--- src/rtl/frida_spi_cfg_pkg.sv ---
// Shared constants, field map and state encoding for the FRIDA SPI configuration slave.
package frida_spi_cfg_pkg;

    localparam int unsigned CfgWidth = 180;
    localparam int unsigned CntW     = $clog2(CfgWidth + 1);

    localparam logic [CntW-1:0] BitCntLast = CntW'(CfgWidth - 1);
    localparam logic [CntW-1:0] BitCntSat  = CntW'(CfgWidth + 1);

    // Field map: ADC i at [11*i+14 : 11*i+4], comparator-mux select at [3:0].
    localparam int unsigned AdcNum      = 16;
    localparam int unsigned AdcFieldW   = 11;
    localparam int unsigned AdcLsbBase  = 4;
    localparam int unsigned CompMuxSelW = 4;

    typedef enum logic [1:0] {
        StIdle,
        StShift,
        StDone,
        StOver
    } state_e;

    function automatic int unsigned adc_lsb(input int unsigned idx);
        return AdcFieldW * idx + AdcLsbBase;
    endfunction

    function automatic logic [AdcFieldW-1:0] adc_field(input logic [CfgWidth-1:0] cfg,
                                                       input int unsigned idx);
        return cfg[adc_lsb(idx) +: AdcFieldW];
    endfunction

endpackage

--- src/rtl/frida_spi_cfg_if.sv ---
// SPI data-path signals between the pad ring (master side) and the config slave.
interface frida_spi_cfg_if;
    logic cs_b;
    logic sdi;
    logic sdo;

    modport master (
        output cs_b,
        output sdi,
        input  sdo
    );

    modport slave (
        input  cs_b,
        input  sdi,
        output sdo
    );
endinterface

--- src/rtl/frida_spi_cfg.sv ---
// SPI slave holding the 180-bit configuration; reads the old value out while the new one
// shifts in and commits only complete frames.
module frida_spi_cfg
    import frida_spi_cfg_pkg::*;
(
    input  logic                i_spi_sclk,
    input  logic                i_rst,
    frida_spi_cfg_if.slave      spi,
    output logic [CfgWidth-1:0] o_cfg_q,
    output logic                o_cfg_valid,
    output logic                o_frame_err
);

    logic [CfgWidth-1:0] r_cfg;
    logic [CfgWidth-1:0] r_shreg;
    logic [CntW-1:0]     r_bit_cnt;
    state_e              r_state;
    logic                r_cfg_valid;
    logic                r_frame_err;

    logic [CfgWidth-1:0] w_src;
    logic [CfgWidth-1:0] w_shift_next;

    // The first bit of a frame loads from cfg_q so the old configuration streams out on sdo.
    assign w_src        = (r_bit_cnt == '0) ? r_cfg : r_shreg;
    assign w_shift_next = {w_src[CfgWidth-2:0], spi.sdi};

    assign spi.sdo     = i_rst ? 1'b0 : w_src[CfgWidth-1];
    assign o_cfg_q     = r_cfg;
    assign o_cfg_valid = r_cfg_valid;
    assign o_frame_err = r_frame_err;

    always_ff @(posedge i_spi_sclk) begin
        if (i_rst) begin
            r_cfg       <= '0;
            r_shreg     <= '0;
            r_bit_cnt   <= '0;
            r_state     <= StIdle;
            r_cfg_valid <= 1'b0;
            r_frame_err <= 1'b0;
        end else begin
            r_cfg_valid <= 1'b0;
            if (spi.cs_b) begin
                r_bit_cnt <= '0;
                r_state   <= StIdle;
                if (r_state == StShift) begin
                    r_frame_err <= 1'b1;
                end
            end else begin
                r_shreg <= w_shift_next;
                if (r_bit_cnt != BitCntSat) begin
                    r_bit_cnt <= r_bit_cnt + 1'b1;
                end
                unique case (r_state)
                    StIdle: begin
                        r_state <= StShift;
                    end
                    StShift: begin
                        if (r_bit_cnt == BitCntLast) begin
                            r_cfg       <= w_shift_next;
                            r_cfg_valid <= 1'b1;
                            r_state     <= StDone;
                        end
                    end
                    StDone: begin
                        r_state     <= StOver;
                        r_frame_err <= 1'b1;
                    end
                    StOver: begin
                        r_state <= StOver;
                    end
                    default: begin
                        r_state <= StIdle;
                    end
                endcase
            end
        end
    end

endmodule

--- src/flat_wrapper.sv ---
// flat-port wrapper written by rule: the top's interface ports become plain ports
module frida_spi_cfg_flat import frida_spi_cfg_pkg::*;
  (i_spi_sclk, i_rst, o_cfg_q, o_cfg_valid, o_frame_err, spi_cs_b, spi_sdi, spi_sdo);
  frida_spi_cfg_if spi_i ();
  input  logic i_spi_sclk;
  input  logic i_rst;
  output logic [CfgWidth-1:0] o_cfg_q;
  output logic o_cfg_valid;
  output logic o_frame_err;
  input wire logic [$bits(spi_i.cs_b)-1:0] spi_cs_b;
  input wire logic [$bits(spi_i.sdi)-1:0] spi_sdi;
  output wire logic [$bits(spi_i.sdo)-1:0] spi_sdo;
  assign spi_i.cs_b = spi_cs_b;
  assign spi_i.sdi = spi_sdi;
  assign spi_sdo = spi_i.sdo;
  frida_spi_cfg u_core (.i_spi_sclk(i_spi_sclk), .i_rst(i_rst), .spi(spi_i), .o_cfg_q(o_cfg_q), .o_cfg_valid(o_cfg_valid), .o_frame_err(o_frame_err));
endmodule
--- config.mk ---
export PLATFORM = sky130hd
export DESIGN_NAME = frida_spi_cfg_flat
export DESIGN_NICKNAME = d
export VERILOG_FILES = /design/src/rtl/frida_spi_cfg_pkg.sv /design/src/rtl/frida_spi_cfg_if.sv /design/src/rtl/frida_spi_cfg.sv /design/src/flat_wrapper.sv
export SDC_FILE = /design/constraint.sdc
export NUM_CORES = 1
export LEC_CHECK = 0
export CAP_MARGIN = 5
export CORE_MARGIN = 2
export CORE_UTILIZATION = 45
export DETAILED_ROUTE_END_ITERATION = 6
export PLACE_DENSITY = 0.73
export SYNTH_ARGS = -nofsm -noshare
export SYNTH_HDL_FRONTEND = slang
export SYNTH_SLANG_ARGS = --single-unit
--- constraint.sdc ---
create_clock -name i_spi_sclk -period 1.75 [get_ports i_spi_sclk]
set_input_delay 0.175 -clock i_spi_sclk [delete_from_list [all_inputs] [get_ports i_spi_sclk]]
set_output_delay 0.175 -clock i_spi_sclk [all_outputs]
set_load 0.005 [all_outputs]
==> Yosys cells after proc, flatten, opt, wreduce, memory -nomap -nowiden <==
Index checks and enable logic that the tools add are counted.
{ "word_totals": {"reg_bits": 372, "in_bits": 4, "out_inout_bits": 183, "elab_cells": 32} }
{ "op_classes": {"add_sub_neg": 1, "eq_ne": 7, "mux": 8, "n_bitwise": 2, "n_reduce_logical": 8} }
{ "ops": {"columns": ["cell", "n"], "rows": [
  ["two-way mux 180 bit", 1],
  ["adder 8 x 1 -> 8 bit (second input constant)", 1],
  ["== test 8 bit (second input constant)", 1],
  ["logical NOT 8 bit", 1],
  ["inequality test 8 bit (second input constant)", 1],
  ["one-hot mux 2 bit (3 select lines)", 1],
  ["two-way mux 1 bit", 5],
  ["== test 2 bit (second input constant)", 2],
  ["OR reduction 2 bit", 2],
  ["AND reduction 3 bit", 1],
  ["OR reduction 3 bit", 1],
  ["== test 2 x 1 -> 1 bit (second input constant)", 1],
  ["logical NOT 2 bit", 1],
  ["two-way mux 2 bit", 1],
  ["inequality test 2 x 1 -> 1 bit (second input constant)", 1],
  ["inequality test 2 bit (second input constant)", 1],
  ["inverter 1 bit", 2],
  ["AND reduction 2 bit", 1],
  ["nonzero test 2 bit", 1]
]} }

==> Depth between registers and ports, before layout <==
Gate-level depths: netlist of run 1.
{ "depth": {"word_depth": 3, "depth_mapped": 8, "mapped_depth_nobuf": 5} }

==> Least setup slack after synthesis of run 1 <==
Ideal clock, no wire load.
{ "synth_path": {"path_kind": "reg-to-output", "from": "register u_core.r_bit_cnt[0]", "to": "output port spi_sdo", "t_arrival_ps": 1637, "required_ps": 1575, "setup_slack_ps": -62, "path_stages_with_launch": 9, "path_buffers": 3, "cell_sequence": "dfxtp_1 inv_1 ha_1 or4b_1 buf_2 buf_6 buf_6 o21ai_0 a21oi_1"} }
{ "synth_via": {"elab_chain_len": 3} }
{ "synth_lines": {"columns": ["item", "line", "source"], "rows": [
  ["from (decl)", "frida_spi_cfg.sv:16", "logic [CntW-1:0] r_bit_cnt;"],
  ["from (signal assigned)", "frida_spi_cfg.sv:52", "r_bit_cnt <= r_bit_cnt + 1'b1;"],
  ["logical NOT 8 bit", "frida_spi_cfg.sv:25", "assign w_src = (r_bit_cnt == '0) ? r_cfg : r_shreg;"],
  ["two-way mux 180 bit", "frida_spi_cfg.sv:25", null],
  ["two-way mux 1 bit", "frida_spi_cfg.sv:28", "assign spi.sdo = i_rst ? 1'b0 : w_src[CfgWidth-1];"],
  ["to (decl)", "flat_wrapper.sv:12", "output wire logic [$bits(spi_i.sdo)-1:0] spi_sdo;"]
]} }
No other way between the ends.

==> Final worst setup path of run 1 <==
{ "layout_path": {"from": "register u_core.r_bit_cnt[1]", "to": "output port spi_sdo"} }
The elaborated chain is that of the path after synthesis.

==> flow_summary.yaml, run 1 <==
timing:
  whs_ns: -0.06635
  finalHoldViolCount: 15
  fin_crit_ns: 2.123
  tightest_slew_ns: 0.6997
  finalCritPeriodShare_pct: 121.3
  tns_ns: -70.67
  setup_viol: 359
  maxSlewHeadroom_pct: 53.35
  skew_ns: 0.02669
  final.setup.worst_slack_ns: -0.3730
  rsz0062_at_grt: "yes"
  final_max_slew_viol_count: 0
  fmax_mhz: 471.0
setup_path:
  crit_path_top_delay_cell: "or4b_4"
  ff2ff_setup_slack_ns: -0.36
  cp_max_fo: 2
  cp.required_ns: 1.57
  worstPathArrival_ns: 1.95
  reg2reg_to: "u_core.r_shreg[130]$_SDFFE_PP0N_"
  crit_type: "register to primary output"
  start_kind: "register"
  cp-end-kind: "primary output"
  rr_worst_depth: 9
  r2r-start: "u_core.r_bit_cnt[1]$_SDFFE_PP0P_"
  slowest_delay_ns: 0.49
  cp_cell_sequence: "inv_2, ha_4, or4b_4, o21ai_2, a21oi_2, buf_2"
flow_run:
  maxCapViolCount: 0
global_route:
  grtUsageMet2_pct: 42.49
  grt-ovfl-total: 0
  grt_pass1_vias: 16018
  grt_pass1_wl_um: 85860
  grt_use_total_pct: 27.00
  met3_usage_pct: 4.341
  met1_usage_pct: 36.86
  top_usage_layer: "met2"
  antenna_found_initial: 0
  grt_start_max_net_pins: 104
route:
  drc: 0
  drt_iter0_drc: 2064
  dr.pass1.iters: 6
  wl_per_cell_um: 22.93
  ant_nets: 0
  totalWireLength_um: 54480
  via_per_inst: 6.947
  num_vias: 16507
placement:
  dp_hpwl_um: 29870
  dp_slack_ns: -0.1658
  io_buffers: 186
  place.gp.congestion: 0.8114
finish:
  final_cell_mix: "370 x dfxtp_1, 305 x a311oi_1, 184 x nor2_1, 184 x clkdlybuf4s50_1, 180 x a31oi_1"
  drive_gt1_share_pct: 22.56
  nNetsFinal: 1896
  layout_commonest_cell: "dfxtp_1"
  antennaDiodeCount: 0
  area_growth_pct: 36.14
synthesis:
  avgSynthCellArea_um2: 9.210
  synth_area_um2: 16160
  synth-seq-cells: 372
  syn-instance-count: 1755
  yosysTopAreaCellShare_pct: 46.07
  synthTopCellsByArea: "dfxtp_1 46%, a311oi_1 18%, a31oi_1 7.0%"
  yosysTopAreaCell: "dfxtp_1"
  synth.net_count: 1762
  ys_seq_area_share_pct: 46.07
  synth.distinct_cells: 40
  yosys_warnings: 0
floorplan:
  num_rows: 69
  io_pins: 187
  die_area_um2: 37450
  initial_core_util_pct: 45.56
  die_h_um: 193.5
  fp.dieW_um: 193.5
  core_area_um2: 35480
clocking:
  clk_latency_ns: 0.55
  clkTransAtPathRegs_ns: 0.06
  cts.sinks: 372
  htree_levels: 2
  root_buffer: "clkbuf_16"
  cts_buffer_depth: 3
  cts_tree: "yes"
  cts_buffers: 41
power:
  powerDensity_nw_per_um2: 859.6
  ir_drop_mv: 0.6609
  p_leak_nw: 6.459
outcome:
  status: "finished, violations left"
  violations: "negative hold slack, negative setup slack"
min_path:
  min_path_type: "input pin to register"
  min_path_cells: 2
  hold_end: "u_core.o_cfg_q[135]$_SDFFE_PP0P_"
  hold_path_startpoint: "i_rst"
==> report_power, final <==
part	switching (mW)	total (mW)	internal, mW	leakage, nW
combinational	1.09	1.84	0.751	2.81
clock	3.46	8.20	4.74	0.616
sequential	0.179	8.88	8.70	3.03
total	4.73	18.9	14.2	6.46
==> critical path: cells and delay by family (launching register included) <==
kind | cells | cell delay [ns]
AOI/OAI and AO/OA | 2 | 0.25
DFF | 1 | 0.32
buffers and inverters | 2 | 0.21
and+or+nand+nor | 1 | 0.49
adders and majority gates | 1 | 0.13
==> Yosys cell counts <==
| library cell | number |
|---|---|
| nor2_1 | 185 |
| buf_6 | 22 |
| and4b_1 | 1 |
| buf_4 | 4 |
| inv_2 | 1 |
| clkbuf_2 | 4 |
| mux2i_1 | 1 |
| buf_1 | 9 |
| a31o_2 | 1 |
| o21ai_0 | 84 |
| nor4b_2 | 1 |
| a311oi_2 | 30 |
| a21o_1 | 1 |
| xor2_1 | 3 |
| or3_1 | 3 |
| o21ai_1 | 39 |
| nor3_1 | 4 |
| ha_1 | 3 |
| and3_1 | 1 |
| nor3_4 | 1 |
| nor3b_1 | 1 |
| a21oi_1 | 9 |
| or4b_1 | 1 |
| nand3_1 | 184 |
| o31ai_1 | 1 |
| inv_1 | 4 |
| nand2_1 | 4 |
| dfxtp_1 | 372 |
| a31oi_1 | 180 |
| nand3b_1 | 1 |
| and3b_1 | 2 |
| and4bb_2 | 1 |
| buf_2 | 51 |
| o21ai_2 | 60 |
| or4_1 | 1 |
| nand4b_1 | 1 |
| or2_2 | 1 |
| nand4_1 | 1 |
| clkbuf_1 | 154 |
| a311oi_1 | 328 |
==> how the worst max path moves through the flow <==
| stage | from | endpoint | depth (start not counted) |
|---|---|---|---|
| floorplan | u_core.r_bit_cnt[1]$_SDFFE_PP0P_ | u_core.o_cfg_q[109]$_SDFFE_PP0P_ | 8 |
| global placement | u_core.r_bit_cnt[1]$_SDFFE_PP0P_ | spi_sdo | 6 |
| detailed placement | u_core.r_bit_cnt[1]$_SDFFE_PP0P_ | spi_sdo | 6 |
| CTS | u_core.r_bit_cnt[0]$_SDFFE_PP0P_ | spi_sdo | 6 |
| global route | u_core.r_bit_cnt[1]$_SDFFE_PP0P_ | spi_sdo | 6 |
| finish | u_core.r_bit_cnt[1]$_SDFFE_PP0P_ | spi_sdo | 6 |
==> sequential cells by signal, summed over array words and instances, names as in the netlist <==
register,flops
u_core.r_state,2
u_core.r_shreg,180
u_core.o_frame_err,1
u_core.o_cfg_valid,1
u_core.o_cfg_q,180
u_core.r_bit_cnt,8
==> routing by layer <==
layer  routed length [um]  part of all wire [%]  vias to the layer above
met5                    0                     0                        -
met4                 1638                   3.0                        0
met3                 4969                   9.1                      136
met2                25530                    47                      991
met1                22340                    41                     8092
li1                     -                     -                     7288
==> layout make-up <==
type	instances	area [um^2]
clock buffer	61	1204
clock inverter	8	50.05
fill	2786	13480
inverter	5	26.28
multi-input combinational	1134	8461
sequential	372	7450
tap	461	576.8
timing repair buffer	335	4239
==> stage by stage <==
stage               instance area [um^2]  util [%]  power (mW)  std cells
floorplan                          16200         -       9.861       1755
global placement                   19100     53.83       10.23       2275
detailed placement                 19100     53.83       10.27       2275
CTS                                21560     60.77       18.82       2369
global route                       22010     62.02       19.43       2376
finish                             22010     62.02       18.92       2376
==> repair_timing <==
action	4_1_cts	5_1_grt
cloned	14	7
endpoints found under the setup margin	334	362
pin swaps	9	16
resized for setup	212	69
endpoints found under the hold margin	15	15
buffers inserted	11	1
==> cells by family (layout without fill, tap and decap cells) <==
logic type	count (synthesis)	count (layout)	share of synthesized area, %
DFF	372	372	46.07
and+or+nand+nor	394	394	11.14
muxes	1	1	0.06193
AOI/OAI and AO/OA	733	733	35.01
buffers and inverters	249	409	7.322
adders and majority gates	3	3	0.2322
xor gates and xnor gates	3	3	0.1626
(Power assumes the default switching activity.)
==> inputs of run 2 (changes only) <==
Settings changed: CORE_UTILIZATION 45 to 50, CTS_CLUSTER_SIZE set to 16, GPL_TIMING_DRIVEN set to 0, PLACE_DENSITY 0.73 to 0.79.
==> run 2 against run 1 <==
The run ends with negative setup slack left. Clock skew is 0.0076 ns lower. Hold slack better by 0.39 ns. Maximum frequency decreased by 9.2%. First-iteration DRC count fell by 3.1%. Setup slack worse by 0.22 ns. Die area shrank 9.8%. Cell count rose by 2.9%. Non-clock buffer count is 127 higher. Sequential power grew 0.5%. Total power up 1.9%. Global-route usage rose by 4.6 points. Combinational power increased by 4%. Critical path type unchanged. Critical endpoint unchanged.
==> flow_summary.yaml, run 2 (synthesized netlist as in run 1, its figures left out) <==
clocking:
  htree_levels: 2
  root_buffer: "clkbuf_16"
  clk_latency_ns: 0.53
  cts.sinks: 372
  cts_buffer_depth: 3
  cts_tree: "yes"
  clkTransAtPathRegs_ns: 0.06
  cts_buffers: 40
setup_path:
  crit_path_top_delay_cell: "or4b_4"
  cp-end-kind: "primary output"
  worst-path-buf-inv: 4
  r2r-start: "u_core.r_bit_cnt[1]$_SDFFE_PP0P_"
  path_delay_family: "simple AND/OR/NAND/NOR gates"
  cp_max_fo: 2
  rr_worst_depth: 10
  cp_common_cell: "buf_12"
  crit_type: "register to primary output"
  cp_cell_sequence: "inv_4, ha_4, or4b_4, buf_12, buf_12, o21ai_4, a21oi_2, buf_2"
  reg2reg_to: "u_core.r_shreg[133]$_SDFFE_PP0N_"
  start_kind: "register"
  ff2ff_setup_slack_ns: -0.45
  worstPathArrival_ns: 2.16
  cp.required_ns: 1.57
  slowest_delay_ns: 0.48
  path_depth: 8
timing:
  rsz0062_at_grt: "yes"
  setup_viol: 360
  fin_crit_ns: 2.338
  fmax_mhz: 427.7
  finalCritPeriodShare_pct: 133.6
  skew_ns: 0.01906
  maxSlewHeadroom_pct: 43.04
  final.setup.worst_slack_ns: -0.5881
  finalHoldViolCount: 0
  tns_ns: -104.87
  whs_ns: 0.3252
  tightest_slew_ns: 0.8544
  final_max_slew_viol_count: 0
global_route:
  grt_use_total_pct: 31.57
  grt-ovfl-total: 0
  grt_pass1_vias: 16480
  antenna_found_initial: 0
  grt_pass1_wl_um: 87810
  grt_start_max_net_pins: 14
floorplan:
  core_area_um2: 31720
  initial_core_util_pct: 50.96
  die_area_um2: 33780
  num_rows: 65
  io_pins: 187
  die_h_um: 183.8
  fp.dieW_um: 183.8
min_path:
  min_path_type: "input pin to register"
  min_path_cells: 3
  hold_end: "u_core.o_cfg_q[0]$_SDFFE_PP0P_"
  hold_path_startpoint: "spi_sdi"
finish:
  area_growth_pct: 42.16
  layout_commonest_cell: "dfxtp_1"
  nNetsFinal: 2022
  fin_area_um2: 22980
  antennaDiodeCount: 0
  drive_gt1_share_pct: 26.97
  final_cell_mix: "368 x dfxtp_1, 250 x a311oi_1, 185 x nor2_1, 185 x clkdlybuf4s50_1, 184 x nand3_1"
outcome:
  status: "finished, violations left"
  violations: "negative setup slack"
route:
  drt_iter0_drc: 2001
  drc: 0
  dr.pass1.iters: 5
  via_per_inst: 7.098
  num_vias: 17355
  totalWireLength_um: 57930
  ant_nets: 0
  wl_per_cell_um: 23.69
power:
  clkPwrFrac_pct: 43.7
  internal-power_mw: 14.37
  p_seq_share_pct: 46.3
  power.switching_mw: 4.906
  switching_share_pct: 25.45
  powerDensity_nw_per_um2: 838.9
  ir_drop_mv: 0.6257
  power.total_mw: 19.28
  power_frac_comb_pct: 10.0
  p_leak_nw: 6.626
placement:
  io_buffers: 186
  dp_hpwl_um: 33220
  place.gp.congestion: 0.8687
  dpl_cell_area_um2: 18570
flow_run:
  maxCapViolCount: 0
-- run 2: changes by cell type in the layout (fill, tap and decap cells not counted), moves of 19 or more --
cell | before | now
o21ai_2 | 99 | 43
buf_2 | 1 | 36
buf_12 | 63 | 23
a311oi_2 | 53 | 108
o21ai_4 | 48 | 133
a311oi_1 | 305 | 250
clkbuf_1 | 12 | 98
o21ai_1 | 23 | 4
clkbuf_2 | 0 | 45
buf_4 | 59 | 23
-- run 2: worst reg2reg max path, delay by kind of cell, from the launching register on --
kind / cells / cell delay, ns
AO/OA/AOI/OAI: 2 / 0.31
adder cells (fa/ha/maj): 1 / 0.13
buffers and inverters: 6 / 0.77
flip-flops: 1 / 0.35
AND/OR/NAND/NOR: 1 / 0.49
-- run 2: power groups by stage --
stage          Combinational, mW  Sequential [mW]  Clock, mW
2_1_floorplan              0.883             8.98          0
3_3_place_gp                1.18             9.00          0
3_5_place_dp                1.21             9.01          0
4_1_cts                     1.73             8.88       8.39
5_1_grt                     2.02             8.94       8.78
6_report                    1.92             8.92       8.43
-- run 2: cell type report --
class / instances / area, um^2
flip-flops and latches: 372 / 7457
clock buffers: 59 / 1214
inverters: 5 / 23.77
well taps: 402 / 503.0
clock inverters: 11 / 82.58
fillers: 2131 / 8740
repair buffers: 224 / 2500
plain buffers: 238 / 1700
multi-input cells: 1134 / 9498
-- run 2: what timing repair did --
action,CTS,global route
pin swaps,141,42
cloned,14,3
hold buffers,0,0
gates resized for setup,437,240
buffers inserted,15,11
endpoints found under the hold margin,0,0
endpoints found under the setup margin,362,366
-- run 2: through the flow --
stage / std cells / setup slack (ns) / utilization (%)
after global routing: 2445 / -0.6220 / 72.45
after detailed placement: 2343 / -0.9705 / 58.54
final: 2445 / -0.5881 / 72.45
after CTS: 2441 / -0.6784 / 69.74
after global placement: 2343 / -0.9604 / 58.54
after floorplan: 1755 / -0.01900 / -
-- run 2: per-layer routing --
metal  global-route usage, %  share of wire [%]  vias to the layer above
li1                        -                  -                     7544
met1                   42.16                 40                     8481
met2                   51.26                 47                     1161
met3                   5.388                9.6                      169
met4                   11.87                3.4                        0
met5                       0                  0                        -
-- run 2: worst max-delay path by stage --
| stage | from | to | slack [ns] |
|---|---|---|---|
| after CTS | u_core.r_bit_cnt[1]$_SDFFE_PP0P_ | spi_sdo | -0.68 |
| after global placement | u_core.r_bit_cnt[4]$_SDFFE_PP0P_ | spi_sdo | -0.96 |
| final | u_core.r_bit_cnt[1]$_SDFFE_PP0P_ | spi_sdo | -0.59 |
| after detailed placement | u_core.r_bit_cnt[4]$_SDFFE_PP0P_ | spi_sdo | -0.97 |
| after global routing | u_core.r_bit_cnt[0]$_SDFFE_PP0P_ | spi_sdo | -0.62 |
| after floorplan | u_core.r_bit_cnt[1]$_SDFFE_PP0P_ | u_core.o_cfg_q[109]$_SDFFE_PP0P_ | -0.02 |
==> RTL edit, RTL diff (settings of run 2) <==
Set the package constant `CfgWidth` to 184 (it was 180).
--- a/src/rtl/frida_spi_cfg_pkg.sv
+++ b/src/rtl/frida_spi_cfg_pkg.sv
@@ -2,5 +2,5 @@
 package frida_spi_cfg_pkg;
 
-    localparam int unsigned CfgWidth = 180;
+    localparam int unsigned CfgWidth = 184;
     localparam int unsigned CntW     = $clog2(CfgWidth + 1);
 
Interface: changed (resized o_cfg_q); port bits go from 187 to 191. The function was not compared with the original's and may differ.
==> RTL edit against run 2 <==
- the flow finishes with violations (DRC, setup timing)
- setup slack gained 33 ps
- power rose by 2.7%
- sequential cell count increased by 8
- register-to-register slack got worse by 110 ps
- largest cell class unchanged
- design area fell by 1.6%
- area after synthesis decreased by 8.4%
- count of clock-buffer cells in the layout grew 2
- maximum frequency increased by 1.4%
- highest routed layer unchanged
- routed wire length shrank 10%
==> RTL edit: results (changes against run 2) <==
Run status
  – Outcome: complete, but fails checks
  – Failing checks: DRC, setup timing

Setup path
  – Worst-path maximum fanout: 6 (+4)
  – Crit path max-delay family: buffers and inverters
  – Crit path largest cell delay: 330 ps (-150 ps)
  – Worst path slowest cell: dfxtp_2
  – FF-to-FF End: u_core.r_shreg[77]
  – Worst EP arrival: 2730 ps (+570 ps)
  – Reg2reg start: u_core.r_bit_cnt[0]

Global route
  – Met2 Use GR: 49.1% (-2.2 points)
  – GRT met1 Usage: 37.4% (-4.8 points)
  – Global-route met3 utilization: 4.57% (-0.82 points)

Detailed routing
  – Total Routed Length: 52,100 um (-10%)
  – Remaining DRCs: 2 (+2)
  – Met2 routed WL: 25,800 um (-6.0%)
  – Drt wl/cell: 23.9 um (+0.78%)
  – WL met1: 20,200 um (-12%)

Yosys
  – Synth Area in Compound Gates: 19.7% (-15 points)
  – Leading post-synthesis cells by cell area: dfxtp_1 51%, a211oi_1 17%, mux2i_1 13%, nor2_1 9.6%, a211oi_2 2.7%
  – Post-Synth Adder-Cell Area: 0.254% (+0.021 points)
  – Average size of a mapped cell: 9.92 um2 (+7.7%)
  – Xor and xnor area share after synthesis: 0.414% (+0.25 points)

Cells and area
  – Fraction of area in multi-input gates: 41.1% (-0.28 points)
  – Non-CTS buffers: 379 (-18%)
  – Nets: 1,776 (-12%)
  – Non-clock buffers, area share: 17.5% (-0.78 points)
  – Area Growth Syn to Fin: 52.8%
  – Comb_multi_in: 965 (-15%)

Floorplanning
  – Core area: 28,900 um2 (-8.8%)

Timing
  – Final setup viols: 371 (+3.1%)
  – Hold_ws: 301 ps (-24.4 ps)
  – Worst setup margin: -555 ps (+33.0 ps)

Power
  – P_sw: 4.98 mW (+1.6%)
  – Reg power frac: 46.1% (-0.2 points)
  – Leakage: 6.96 nW (+5.1%)
RTL edit: changes by cell type after synthesis, sizes merged, moves of 25 or more:
| cell | before | now |
|---|---|---|
| a211oi | 0 | 366 |
| a311oi | 358 | 0 |
| nor2 | 185 | 380 |
| mux2i | 1 | 187 |
| o21ai | 183 | 0 |
| a31oi | 180 | 0 |
| nand3 | 184 | 4 |
| clkbuf | 158 | 83 |
| buf | 86 | 61 |
RTL edit: how the worst max path moves through the flow:
stage	cells after the start	start	slack, ps	endpoint
global route	12	u_core.r_bit_cnt[1]	-580	u_core.r_shreg[77]
finish	12	u_core.r_bit_cnt[0]	-560	u_core.r_shreg[77]
floorplan	8	u_core.r_bit_cnt[0]	30	u_core.r_shreg[134]
CTS	9	u_core.r_bit_cnt[1]	-410	spi_sdo
global placement	5	i_rst	-970	u_core.o_cfg_q[46]
detailed placement	5	i_rst	-1000	u_core.o_cfg_q[145]
